===== src/rtl/cache_pkg.sv =====
// rtl/cache_pkg.sv - shared FSM state type and address field-width helpers for cache_sa_wb
package cache_pkg;

  typedef enum logic [1:0] {
    IDLE = 2'd0,
    WB   = 2'd1,
    FILL = 2'd2,
    RESP = 2'd3
  } state_t;

  // Byte-offset bits within one word/line
  function automatic int off_w(input int data_w);
    return $clog2(data_w / 8);
  endfunction

  // Index bits for a power-of-2 count (sets or ways)
  function automatic int idx_w(input int n);
    return $clog2(n);
  endfunction

  // Tag bits: whatever is left above index and offset
  function automatic int tag_w(input int addr_w, input int data_w, input int num_sets);
    return addr_w - off_w(data_w) - idx_w(num_sets);
  endfunction

endpackage


===== src/rtl/cache_lru.sv =====
// rtl/cache_lru.sv - per-set true-LRU age vectors with victim selection and touch update
module cache_lru
  import cache_pkg::*;
#(
  parameter int NUM_SETS = 4,
  parameter int WAYS     = 2
)(
  input  logic                         clk,
  input  logic                         rst_n,
  input  logic [idx_w(NUM_SETS)-1:0]   i_set,
  input  logic [WAYS-1:0]              i_valid,
  output logic [idx_w(WAYS)-1:0]       o_victim,
  input  logic                         i_touch,
  input  logic [idx_w(NUM_SETS)-1:0]   i_touch_set,
  input  logic [idx_w(WAYS)-1:0]       i_touch_way
);

  localparam int WAY_W = idx_w(WAYS);

  logic [WAY_W-1:0] r_age [NUM_SETS][WAYS];
  logic             w_found;

  // Victim: lowest-index invalid way, otherwise the oldest way (age WAYS-1)
  always_comb begin
    o_victim = '0;
    w_found  = 1'b0;
    for (int w = 0; w < WAYS; w++) begin
      if (!w_found && !i_valid[w]) begin
        o_victim = WAY_W'(w);
        w_found  = 1'b1;
      end
    end
    if (!w_found) begin
      for (int w = 0; w < WAYS; w++) begin
        if (r_age[i_set][w] == WAY_W'(WAYS - 1)) o_victim = WAY_W'(w);
      end
    end
  end

  // Touch makes the way youngest; ways younger than it age by one, keeping a permutation
  always_ff @(posedge clk or negedge rst_n) begin
    if (!rst_n) begin
      for (int s = 0; s < NUM_SETS; s++)
        for (int w = 0; w < WAYS; w++)
          r_age[s][w] <= WAY_W'(w);
    end else if (i_touch) begin
      for (int w = 0; w < WAYS; w++) begin
        if (WAY_W'(w) == i_touch_way)
          r_age[i_touch_set][w] <= '0;
        else if (r_age[i_touch_set][w] < r_age[i_touch_set][i_touch_way])
          r_age[i_touch_set][w] <= r_age[i_touch_set][w] + 1'b1;
      end
    end
  end

endmodule


===== src/rtl/cache_sa_wb.sv =====
// rtl/cache_sa_wb.sv - N-way set-associative write-back write-allocate cache, one word per line
module cache_sa_wb
  import cache_pkg::*;
#(
  parameter int ADDR_W   = 32,
  parameter int DATA_W   = 32,
  parameter int NUM_SETS = 4,
  parameter int WAYS     = 2,
  parameter int CNT_W    = 16
)(
  input  logic              clk,
  input  logic              rst_n,
  input  logic              req_valid,
  output logic              req_ready,
  input  logic              req_write,
  input  logic [ADDR_W-1:0] req_addr,
  input  logic [DATA_W-1:0] req_wdata,
  output logic              resp_valid,
  output logic              resp_hit,
  output logic [DATA_W-1:0] resp_rdata,
  output logic              mem_req,
  output logic              mem_we,
  output logic [ADDR_W-1:0] mem_addr,
  output logic [DATA_W-1:0] mem_wdata,
  input  logic              mem_ack,
  input  logic [DATA_W-1:0] mem_rdata,
  output logic [CNT_W-1:0]  hit_cnt,
  output logic [CNT_W-1:0]  miss_cnt
);

  localparam int OFF_W = off_w(DATA_W);
  localparam int IDX_W = idx_w(NUM_SETS);
  localparam int TAG_W = tag_w(ADDR_W, DATA_W, NUM_SETS);
  localparam int WAY_W = idx_w(WAYS);

  state_t r_state, w_next;

  logic [WAYS-1:0]   r_valid [NUM_SETS];
  logic [WAYS-1:0]   r_dirty [NUM_SETS];
  logic [TAG_W-1:0]  r_tag   [NUM_SETS][WAYS];
  logic [DATA_W-1:0] r_data  [NUM_SETS][WAYS];

  logic              r_write;
  logic [IDX_W-1:0]  r_idx;
  logic [TAG_W-1:0]  r_rtag;
  logic [DATA_W-1:0] r_wdata;
  logic [WAY_W-1:0]  r_way;
  logic [TAG_W-1:0]  r_vtag;
  logic [DATA_W-1:0] r_vdata;
  logic              r_hit_pulse;
  logic [DATA_W-1:0] r_rdata;
  logic [CNT_W-1:0]  r_hit_cnt, r_miss_cnt;

  logic [IDX_W-1:0]  w_idx;
  logic [TAG_W-1:0]  w_tag;
  logic              w_accept, w_hit, w_vdirty;
  logic [WAY_W-1:0]  w_hit_way, w_victim;
  logic              w_inst, w_inst_dirty, w_touch;
  logic [IDX_W-1:0]  w_inst_set;
  logic [WAY_W-1:0]  w_inst_way, w_touch_way;
  logic [TAG_W-1:0]  w_inst_tag;
  logic [DATA_W-1:0] w_inst_data;
  logic              w_unused_addr;

  assign w_idx         = req_addr[OFF_W +: IDX_W];
  assign w_tag         = req_addr[ADDR_W-1 -: TAG_W];
  assign w_unused_addr = &{1'b0, req_addr[OFF_W-1:0]};
  assign w_accept      = req_valid && (r_state == IDLE);
  assign w_vdirty      = r_valid[w_idx][w_victim] && r_dirty[w_idx][w_victim];

  assign resp_valid = r_hit_pulse || (r_state == RESP);
  assign resp_hit   = r_hit_pulse;
  assign resp_rdata = r_rdata;
  assign hit_cnt    = r_hit_cnt;
  assign miss_cnt   = r_miss_cnt;

  cache_lru #(.NUM_SETS(NUM_SETS), .WAYS(WAYS)) u_lru (
    .clk         (clk),
    .rst_n       (rst_n),
    .i_set       (w_idx),
    .i_valid     (r_valid[w_idx]),
    .o_victim    (w_victim),
    .i_touch     (w_touch),
    .i_touch_set (w_inst_set),
    .i_touch_way (w_touch_way)
  );

  // Tag lookup of the incoming request against every way of its set
  always_comb begin
    w_hit     = 1'b0;
    w_hit_way = '0;
    for (int w = 0; w < WAYS; w++) begin
      if (r_valid[w_idx][w] && (r_tag[w_idx][w] == w_tag)) begin
        w_hit     = 1'b1;
        w_hit_way = WAY_W'(w);
      end
    end
  end

  // Line install: write hit, clean write miss, write after writeback, or fill return
  always_comb begin
    w_inst       = 1'b0;
    w_inst_set   = w_idx;
    w_inst_way   = w_victim;
    w_inst_tag   = w_tag;
    w_inst_data  = req_wdata;
    w_inst_dirty = 1'b1;
    case (r_state)
      IDLE: begin
        if (w_accept && req_write) begin
          if (w_hit) begin
            w_inst     = 1'b1;
            w_inst_way = w_hit_way;
          end else if (!w_vdirty) begin
            w_inst = 1'b1;
          end
        end
      end
      WB: begin
        if (mem_ack && r_write) begin
          w_inst      = 1'b1;
          w_inst_set  = r_idx;
          w_inst_way  = r_way;
          w_inst_tag  = r_rtag;
          w_inst_data = r_wdata;
        end
      end
      FILL: begin
        if (mem_ack) begin
          w_inst       = 1'b1;
          w_inst_set   = r_idx;
          w_inst_way   = r_way;
          w_inst_tag   = r_rtag;
          w_inst_data  = mem_rdata;
          w_inst_dirty = 1'b0;
        end
      end
      default: ;
    endcase
    w_touch     = w_inst || (w_accept && w_hit);
    w_touch_way = w_inst ? w_inst_way : w_hit_way;
  end

  // FSM state register
  always_ff @(posedge clk or negedge rst_n) begin
    if (!rst_n) r_state <= IDLE;
    else        r_state <= w_next;
  end

  // FSM next state and memory-port drive
  always_comb begin
    w_next    = r_state;
    req_ready = 1'b0;
    mem_req   = 1'b0;
    mem_we    = 1'b0;
    mem_addr  = '0;
    mem_wdata = '0;
    case (r_state)
      IDLE: begin
        req_ready = 1'b1;
        if (w_accept && !w_hit) begin
          if (w_vdirty)       w_next = WB;
          else if (req_write) w_next = RESP;
          else                w_next = FILL;
        end
      end
      WB: begin
        mem_req   = 1'b1;
        mem_we    = 1'b1;
        mem_addr  = {r_vtag, r_idx, {OFF_W{1'b0}}};
        mem_wdata = r_vdata;
        if (mem_ack) w_next = r_write ? RESP : FILL;
      end
      FILL: begin
        mem_req  = 1'b1;
        mem_addr = {r_rtag, r_idx, {OFF_W{1'b0}}};
        if (mem_ack) w_next = RESP;
      end
      RESP:    w_next = IDLE;
      default: w_next = IDLE;
    endcase
  end

  // Line valid/dirty flags
  always_ff @(posedge clk or negedge rst_n) begin
    if (!rst_n) begin
      for (int s = 0; s < NUM_SETS; s++) begin
        r_valid[s] <= '0;
        r_dirty[s] <= '0;
      end
    end else if (w_inst) begin
      r_valid[w_inst_set][w_inst_way] <= 1'b1;
      r_dirty[w_inst_set][w_inst_way] <= w_inst_dirty;
    end
  end

  // Tag and data storage; contents are meaningless until the valid bit is set
  always_ff @(posedge clk) begin
    if (w_inst) begin
      r_tag[w_inst_set][w_inst_way]  <= w_inst_tag;
      r_data[w_inst_set][w_inst_way] <= w_inst_data;
    end
  end

  // Request capture, response data and saturating statistics
  always_ff @(posedge clk or negedge rst_n) begin
    if (!rst_n) begin
      r_write     <= 1'b0;
      r_idx       <= '0;
      r_rtag      <= '0;
      r_wdata     <= '0;
      r_way       <= '0;
      r_vtag      <= '0;
      r_vdata     <= '0;
      r_hit_pulse <= 1'b0;
      r_rdata     <= '0;
      r_hit_cnt   <= '0;
      r_miss_cnt  <= '0;
    end else begin
      r_hit_pulse <= w_accept && w_hit;
      if (w_accept) begin
        r_write <= req_write;
        r_idx   <= w_idx;
        r_rtag  <= w_tag;
        r_wdata <= req_wdata;
        r_way   <= w_victim;
        r_vtag  <= r_tag[w_idx][w_victim];
        r_vdata <= r_data[w_idx][w_victim];
        if (w_hit) begin
          if (r_hit_cnt != {CNT_W{1'b1}}) r_hit_cnt <= r_hit_cnt + 1'b1;
        end else begin
          if (r_miss_cnt != {CNT_W{1'b1}}) r_miss_cnt <= r_miss_cnt + 1'b1;
        end
      end
      if (w_inst)                  r_rdata <= w_inst_data;
      else if (w_accept && w_hit)  r_rdata <= r_data[w_idx][w_hit_way];
    end
  end

endmodule


===== config.mk =====
export PLATFORM = sky130hd
export DESIGN_NAME = cache_sa_wb
export DESIGN_NICKNAME = d
export VERILOG_FILES = /design/src/rtl/cache_pkg.sv /design/src/rtl/cache_lru.sv /design/src/rtl/cache_sa_wb.sv
export SDC_FILE = /design/constraint.sdc
export NUM_CORES = 1
export LEC_CHECK = 0
export CORE_ASPECT_RATIO = 0.8
export CORE_MARGIN = 2
export CORE_UTILIZATION = 45
export DETAILED_ROUTE_END_ITERATION = 16
export GPL_TIMING_DRIVEN = 0
export PLACE_DENSITY_LB_ADDON = 0.3
export SLEW_MARGIN = 40
export SYNTH_ARGS = -nofsm -noshare
export SYNTH_HDL_FRONTEND = slang
export SYNTH_SLANG_ARGS = --single-unit

===== constraint.sdc =====
create_clock -name clk -period 6.9 [get_ports clk]
set_input_delay 1.725 -clock clk [delete_from_list [all_inputs] [get_ports clk]]
set_output_delay 1.725 -clock clk [all_outputs]
set_load 0.01 [all_outputs]

# Word-level counts from Yosys, hierarchy flattened
# Memories as Yosys holds them, arrays and structs flattened.
# Cells that the tools add are included.
[totals]
reg_bits = 215
mem_count = 2
inputBits = 101
out_inout_bits = 133
ram_bits = 480
[memory_table]
columns = ["memory", "depth", "word_bits", "rd", "rd_ports_with_merged_regs", "write_ports", "line", "rtl"]
rows = [
  ["r_data", 4, 64, 1, 0, 1, "cache_sa_wb.sv:41", "logic [DATA_W-1:0] r_data [NUM_SETS][WAYS];"],
  ["r_tag", 4, 56, 1, 0, 1, "cache_sa_wb.sv:40", "logic [TAG_W-1:0] r_tag [NUM_SETS][WAYS];"],
]
[classes]
addsub = 4
n_bitwise = 12
n_reduce_logical = 22
magnitude_cmp = 13
n_eq_ne = 10
n_mux = 97
[ops]
columns = ["op", "n"]
rows = [
  ["$mux W32", 12],
  ["$mux W28", 6],
  ["$pmux W32 S2", 2],
  ["$mux W64", 1],
  ["$eq A28 B28 Y1", 2],
  ["$mux W56", 1],
  ["$pmux W28 S2", 1],
  ["$mux W8", 5],
  ["$mux W1", 36],
  ["$add A16 B1 Y16 const B", 2],
  ["$demux W32 S1", 1],
  ["$mux W2", 16],
  ["$ne A16 B16 Y1 const B", 2],
  ["$demux W28 S1", 1],
  ["$bwmux W8", 3],
  ["$and A8 B8 Y8", 2],
  ["$bmux W2 S2", 4],
  ["$not A8 Y8", 2],
  ["$demux W2 S2", 3],
  ["$logic_and A1 B1 Y1", 12],
  ["$reduce_and A3 Y1", 3],
  ["$ge A2 B2 Y1 const B", 4],
  ["$not A1 Y2", 4],
  ["$or A8 B8 Y8", 1],
  ["other kinds (22)", 32],
]

# Longest topological paths before layout
# Gate-level depths: netlist of the first run.
[depth]
word_depth = 29
mapped_depth = 14
ltp_nobuf = 10

# By module
# Synthesis of the first run repeated with hierarchy kept, for this count alone.
[unflattened]
hier_cells = 2023
area_unflattened_um2 = 30306.6
[by_module_without_submodules]
columns = ["mod", "cells_per_inst", "n_inst", "area_per_inst_um2", "seq_area_each_um2"]
rows = [
  ["cache_sa_wb", 1981, 1, 29823.6, 19593.8],
  ["cache_lru", 42, 1, 483.0, 205.2],
]

# Worst setup path before layout of the first run
# Ideal clock, no wire load.
[synth_timing]
path_type = "in2reg"
from = "in req_addr[2]"
to = "reg r_dirty[6] in the netlist's numbering"
n_path_buf = 3
cell_stages = 11
path_slack_ns = 0.751
arrival_ns = 6.020
required_ns = 6.771
path_cell_list = "buf_4 -> buf_6 -> buf_6 -> mux4_2 -> xnor2_1 -> nand4_1 -> nor4_2 -> nand3_2 -> a22o_1 -> a21oi_2 -> mux2_1"
[synth_between]
elab_chain_len = 20
elab_cells_between_ends = 55
cone_classes = "order compare (4); eq/ne (2); mux (39); bitwise (2); reduce/logical (7); memory (1)"
[synth_rtl]
columns = ["element", "line", "rtl"]
rows = [
  ["from (decl)", "cache_sa_wb.sv:16", "input logic [ADDR_W-1:0] req_addr,"],
  ["$not A2 Y3 (not written as such)", "-", ""],
  ["$bmux W2 S2", "cache_sa_wb.sv:69, cache_sa_wb.sv:81, cache_sa_wb.sv:93", ""],
  ["$mux W2 (not written as such) (2 in a row)", "cache_sa_wb.sv:69, cache_sa_wb.sv:81, cache_sa_wb.sv:93", ""],
  ["$logic_not A1 Y1", "cache_lru.sv:28", "if (!w_found && !i_valid[w]) begin"],
  ["$logic_and A1 B1 Y1", "cache_lru.sv:28", ""],
  ["$mux W1", "cache_lru.sv:28", ""],
  ["$mux W1 (2 in a row)", "cache_lru.sv:35", "if (r_age[i_set][w] == WAY_W'(WAYS - 1)) o_victim = WAY_W'(w);"],
  ["$mux W1", "cache_lru.sv:33", "if (!w_found) begin"],
  ["[2 not listed]", "-", ""],
  ["$pmux W1 S3", "cache_sa_wb.sv:108", "case (r_state)"],
  ["$lt A1 B2 Y1 (not written as such) or $ge A1 B1 Y1 (tied branches)", "cache_sa_wb.sv:193", "r_dirty[w_inst_set][w_inst_way] <= w_inst_dirty;"],
  ["$logic_and A1 B1 Y1 (not written as such)", "cache_sa_wb.sv:193", ""],
  ["$mux W1 (not written as such)", "cache_sa_wb.sv:193", ""],
  ["$demux W1 S1", "cache_sa_wb.sv:193", ""],
  ["$mux W2 (not written as such)", "cache_sa_wb.sv:193", ""],
  ["$demux W2 S2", "cache_sa_wb.sv:193", ""],
  ["$bwmux W8", "cache_sa_wb.sv:193", ""],
  ["to (signal, indexed assignment)", "cache_sa_wb.sv:193", ""],
  ["to (decl)", "cache_sa_wb.sv:39", "logic [WAYS-1:0] r_dirty [NUM_SETS];"],
]
# Parallel ways exist; a longest one is shown, timed or not. The select of a mux whose other input is x is not followed.
# A chain may end at the register's enable or synchronous reset.

# Worst setup path in the final report of the first run
[layout_timing]
from = "in req_addr[3]"
to = "mem r_tag[3][25] in the netlist's numbering (enable)"
[layout_between]
elab_chain_len = 19
elab_cells_between_ends = 51
cone_classes = "order compare (2); eq/ne (2); mux (38); bitwise (2); reduce/logical (6); memory (1)"
[layout_rtl]
columns = ["element", "line", "rtl"]
rows = [
  ["$not A2 Y3 (not written as such)", "-", ""],
  ["$bmux W2 S2", "cache_sa_wb.sv:69, cache_sa_wb.sv:81, cache_sa_wb.sv:93", ""],
  ["$mux W2 (not written as such) (2 in a row)", "cache_sa_wb.sv:69, cache_sa_wb.sv:81, cache_sa_wb.sv:93", ""],
  ["$logic_not A1 Y1", "cache_lru.sv:28", ""],
  ["$logic_and A1 B1 Y1", "cache_lru.sv:28", ""],
  ["$mux W1", "cache_lru.sv:28", ""],
  ["$mux W1 (2 in a row)", "cache_lru.sv:35", ""],
  ["$mux W1", "cache_lru.sv:33", ""],
  ["$mux W1, on equally long branches", "cache_sa_wb.sv:111, cache_sa_wb.sv:69", ""],
  ["$mux W1, on equally long branches", "cache_sa_wb.sv:110, cache_sa_wb.sv:69", ""],
  ["$pmux W1 S3 or $logic_and A1 B1 Y1 (tied branches)", "cache_sa_wb.sv:108, cache_sa_wb.sv:69", ""],
  ["$not A1 Y2 (not written as such) or $mux W1 (tied branches)", "cache_sa_wb.sv:200, cache_sa_wb.sv:114", ""],
  ["$ge A2 B2 Y1 (not written as such) (tied with other cells)", "cache_sa_wb.sv:200", "r_tag[w_inst_set][w_inst_way] <= w_inst_tag;"],
  ["$logic_and A1 B1 Y1 (not written as such) or $mux W1 (tied branches)", "cache_sa_wb.sv:200, cache_sa_wb.sv:110", ""],
  ["$mux W28 (not written as such) or $pmux W1 S3 (tied branches)", "cache_sa_wb.sv:200, cache_sa_wb.sv:108", ""],
  ["$demux W28 S1 or $mux W1 (tied branches)", "cache_sa_wb.sv:200, cache_sa_wb.sv:199", ""],
  ["$mux W56 (not written as such)", "cache_sa_wb.sv:200", ""],
  ["to (decl)", "cache_sa_wb.sv:40", ""],
]
# Parallel ways exist; a longest one is shown, timed or not. The select of a mux whose other input is x is not followed.

==> results.json, run 1 <==
{
  "numCtsBuffers": 72,
  "drv_slew": 0,
  "p_sw_mw": 5.24,
  "crit_required_ns": 7.21,
  "final_common_cell": "edfxtp_1",
  "rsz0062_at_grt": "no",
  "skew_ns": 0.0238,
  "worstSetupEndpointType": "register",
  "finalCritPeriodShare_pct": 91.8,
  "synth_top_flop_cell": "edfxtp_1",
  "syn_avg_cell_area_um2": 14.9,
  "drv_cap": 0,
  "slowest_delay_ns": 0.57,
  "fin_setup_tns_ns": 0,
  "cp-startpoint": "req_addr[3]",
  "cts_tree": "done",
  "critPathBufInv": 6,
  "io_buffers": 223,
  "ant_nets": 0,
  "p_seq_share_pct": 41.8,
  "maxSlewHeadroom_pct": 37.9,
  "yosys_warnings": 0,
  "finalHoldViolations": 0,
  "nNetsFinal": 2453,
  "hold_path_class": "reg -> reg",
  "synthArstFlopShare_pct": 30.9,
  "gp_congestion": 0.925,
  "post-cts-setup-buffer-count": 0,
  "cp.arrival_ns": 6.65,
  "h-tree-depth": 3,
  "start_util_pct": 45.5,
  "slowest_stage": "clkdlybuf4s50_1",
  "placed_area_um2": 33900,
  "utilization_pct": 55.2,
  "status": "complete, no violations",
  "grt-ovfl-total": 0,
  "num_rows": 84,
  "cellPowerDensity_nw_per_um2": 420,
  "die_y_um": 235,
  "drive_gt1_share_pct": 15.6,
  "path_clk_slew_ns": 0.06,
  "holdBufCountCts": 0,
  "power.total_mw": 15.2,
  "wl_per_cell_um": 26.5,
  "yosysUniqueCellTypes": 63,
  "p_int_mw": 9.98,
  "ys_seq_elements": 695,
  "dr.first_iter.drc_count": 2311,
  "netlist_area_um2": 29900,
  "vias": 19700,
  "final_cell_mix": "edfxtp_1, nand2_1, clkdlybuf4s50_1, dfrtp_1, a22o_1",
  "critPathMaxFanout": 28,
  "switching_share_pct": 34.4,
  "grt_first_pass_wirelength_um": 127000,
  "max_freq_ghz": 0.158,
  "syn2layout_area_growth_pct": 21.4,
  "route.detailed.drc": 0,
  "power_frac_comb_pct": 32.7,
  "ios": 234,
  "regToRegStartpoint": "r_state[1]",
  "critPathKind": "in -> reg",
  "die_x_um": 292,
  "worst_slew_pin_slew_ns": 0.931,
  "post_cts_resize_count": 0,
  "die_area_um2": 68500,
  "ir_drop_uv": 245,
  "vias_per_cell": 6.03,
  "fillerInstances": 5141,
  "hold_start": "r_vdata[31]",
  "synth_cells": 2010,
  "grt_pass1_vias": 19400,
  "dp_hpwl_um": 60100,
  "synth.yosys.seq_area_share_pct": 66.2,
  "p_leak_nw": 13.3,
  "final_area_um2": 36300,
  "totalWireLength_um": 86500,
  "cp_top_family": "buffers and inverters",
  "insertedDiodeCount": 0,
  "min_period_ns": 6.34,
  "grt_antenna_before_repair": 1,
  "insertion_delay_ns": 0.62,
  "core_area_um2": 65700,
  "firstDrtPassIters": 6,
  "p_clk_share_pct": 25.5,
  "grt_usage_pct": 25.3,
  "worstPathCellList": "clkdlybuf4s50_1 -> buf_2 -> buf_2 -> mux4_2 -> xnor2_1 -> nand4_1 -> nor4_1 -> nand3_1 -> a31oi_2 -> buf_4 -> o211a_4 -> buf_12 -> buf_12",
  "clock-root-buffer": "clkbuf_16",
  "setup_viol": 0,
  "cts_buffer_depth": 3,
  "clock_sinks": 695,
  "grt_max_degree": 62,
  "cp-start-kind": "input pin",
  "synth-edff-count": 480
}
[power groups by stage]
stage / clock network [mW] / logic, mW / registers (mW)
floorplan: 0 / 2.69 / 6.36
global placement: 0 / 4.57 / 6.44
detailed placement: 0 / 4.88 / 6.43
CTS: 3.95 / 4.91 / 6.36
global route: 4.11 / 5.29 / 6.44
finish: 3.88 / 4.98 / 6.37
[cell usage after synthesis, types with 11 or more instances]
| master | count | area (um2) |
|---|---|---|
| mux2i_1 | 89 | 891 |
| and2_1 | 41 | 257 |
| a21oi_1 | 12 | 60.1 |
| o21ai_0 | 49 | 245 |
| nand3_1 | 23 | 115 |
| xor2_1 | 17 | 149 |
| clkbuf_1 | 78 | 293 |
| or2_2 | 12 | 75.1 |
| nand2_1 | 328 | 1230 |
| mux2_2 | 30 | 338 |
| nand4_1 | 33 | 206 |
| mux4_2 | 116 | 2610 |
| edfxtp_1 | 480 | 14400 |
| buf_1 | 16 | 60.1 |
| nor3_1 | 14 | 70.1 |
| a22o_1 | 123 | 1080 |
| and3_1 | 13 | 81.3 |
| xnor2_1 | 68 | 596 |
| dfrtp_1 | 211 | 5280 |
| mux2_1 | 16 | 180 |
| a211oi_1 | 19 | 143 |
| buf_2 | 20 | 100 |
| inv_1 | 13 | 48.8 |
| buf_4 | 11 | 82.6 |
| a31oi_1 | 28 | 175 |
| o21ai_1 | 29 | 145 |
| nor2_1 | 41 | 154 |
[flip-flops by register name, indices dropped and copies added (netlist names)]
name         cells
r_write          1
r_valid          8
r_vdata         32
r_rtag          28
u_lru.r_age      8
hit_cnt         16
resp_rdata      32
r_tag          224
miss_cnt        16
r_way            1
r_idx            2
r_vtag          28
r_data         256
resp_hit         1
r_state          2
r_dirty          8
r_wdata         32
[per-layer routing]
metal / part of all wire [%] / GRT usage, %
met1: 42 / 35.9
met2: 45 / 38.4
met3: 9.8 / 6.18
met4: 3.3 / 8.38
met5: 0.056 / 0
[through the flow]
step                      std cells  setup slack (ns)  hold WS [ns]
after floorplan                2011             0.751         0.429
after global placement         3094             -5.77         0.443
final                          3264             0.564         0.474
after global routing           3264             0.541         0.494
after detailed placement       3130            0.0195         0.454
after CTS                      3262             0.684         0.476
[cells by family (layout without fill, tap and decap cells)]
family | count (synthesis) | in the layout | synth area share, %
compound gates | 300 | 300 | 7.45
xor+xnor | 85 | 85 | 2.49
fa+ha+maj | 6 | 6 | 0.251
buf+inv | 146 | 539 | 2.23
flops | 695 | 695 | 66.2
mux | 251 | 251 | 13.5
other cells | 1 | 2 | 0.0125
simple gates | 526 | 526 | 7.90
[cell type report]
cell class	instances	area (um2)	area share [%]
inverters	14	52.6	0.145
clock buffers	103	2000	5.51
plain buffers	132	631	1.74
flip-flops and latches	695	19800	54.6
multi-input cells	1170	9490	26.1
clock inverters	29	343	0.945
repair buffers	261	2900	7.99
well taps	860	1080	2.97
[worst min-delay path, stage by stage (launching register included)]
cell and delay, ns:
dfrtp_1 0.33, nand2_1 0.05, o21ai_0 0.06
[worst paths after layout]
| check | end | slack (ns) | cells after the start |
|---|---|---|---|
| setup / recovery | r_tag[3][25] | 0.56 | 13 |
| hold / removal | r_vdata[31] | 0.47 | 2 |
| setup reg to reg | r_tag[3][25] | 2.17 | 12 |
| hold reg to reg | r_vdata[31] | 0.47 | 2 |
| max in group asynchronous | r_vdata[2] | 4.85 | 3 |
| min in group asynchronous | hit_cnt[3] | 1.01 | 1 |
Power figures use the tool's default switching activity.
==> inputs of run 2 (changes only) <==
- clock period: 6.9 -> 6.5 ns (I/O delays scaled with it)
==> results of run 2 <==
Same layout as run 1 (identical final DEF). Status: complete, no violations.
Main changes from that run: setup slack after placement 0.0195 ns -> -0.281 ns; setup slack after layout 0.564 ns -> 0.264 ns; register-to-register setup slack 2.17 ns -> 1.77 ns; total power 15.2 mW -> 16.2 mW; worst IR drop on VDD 245 uV -> 260 uV
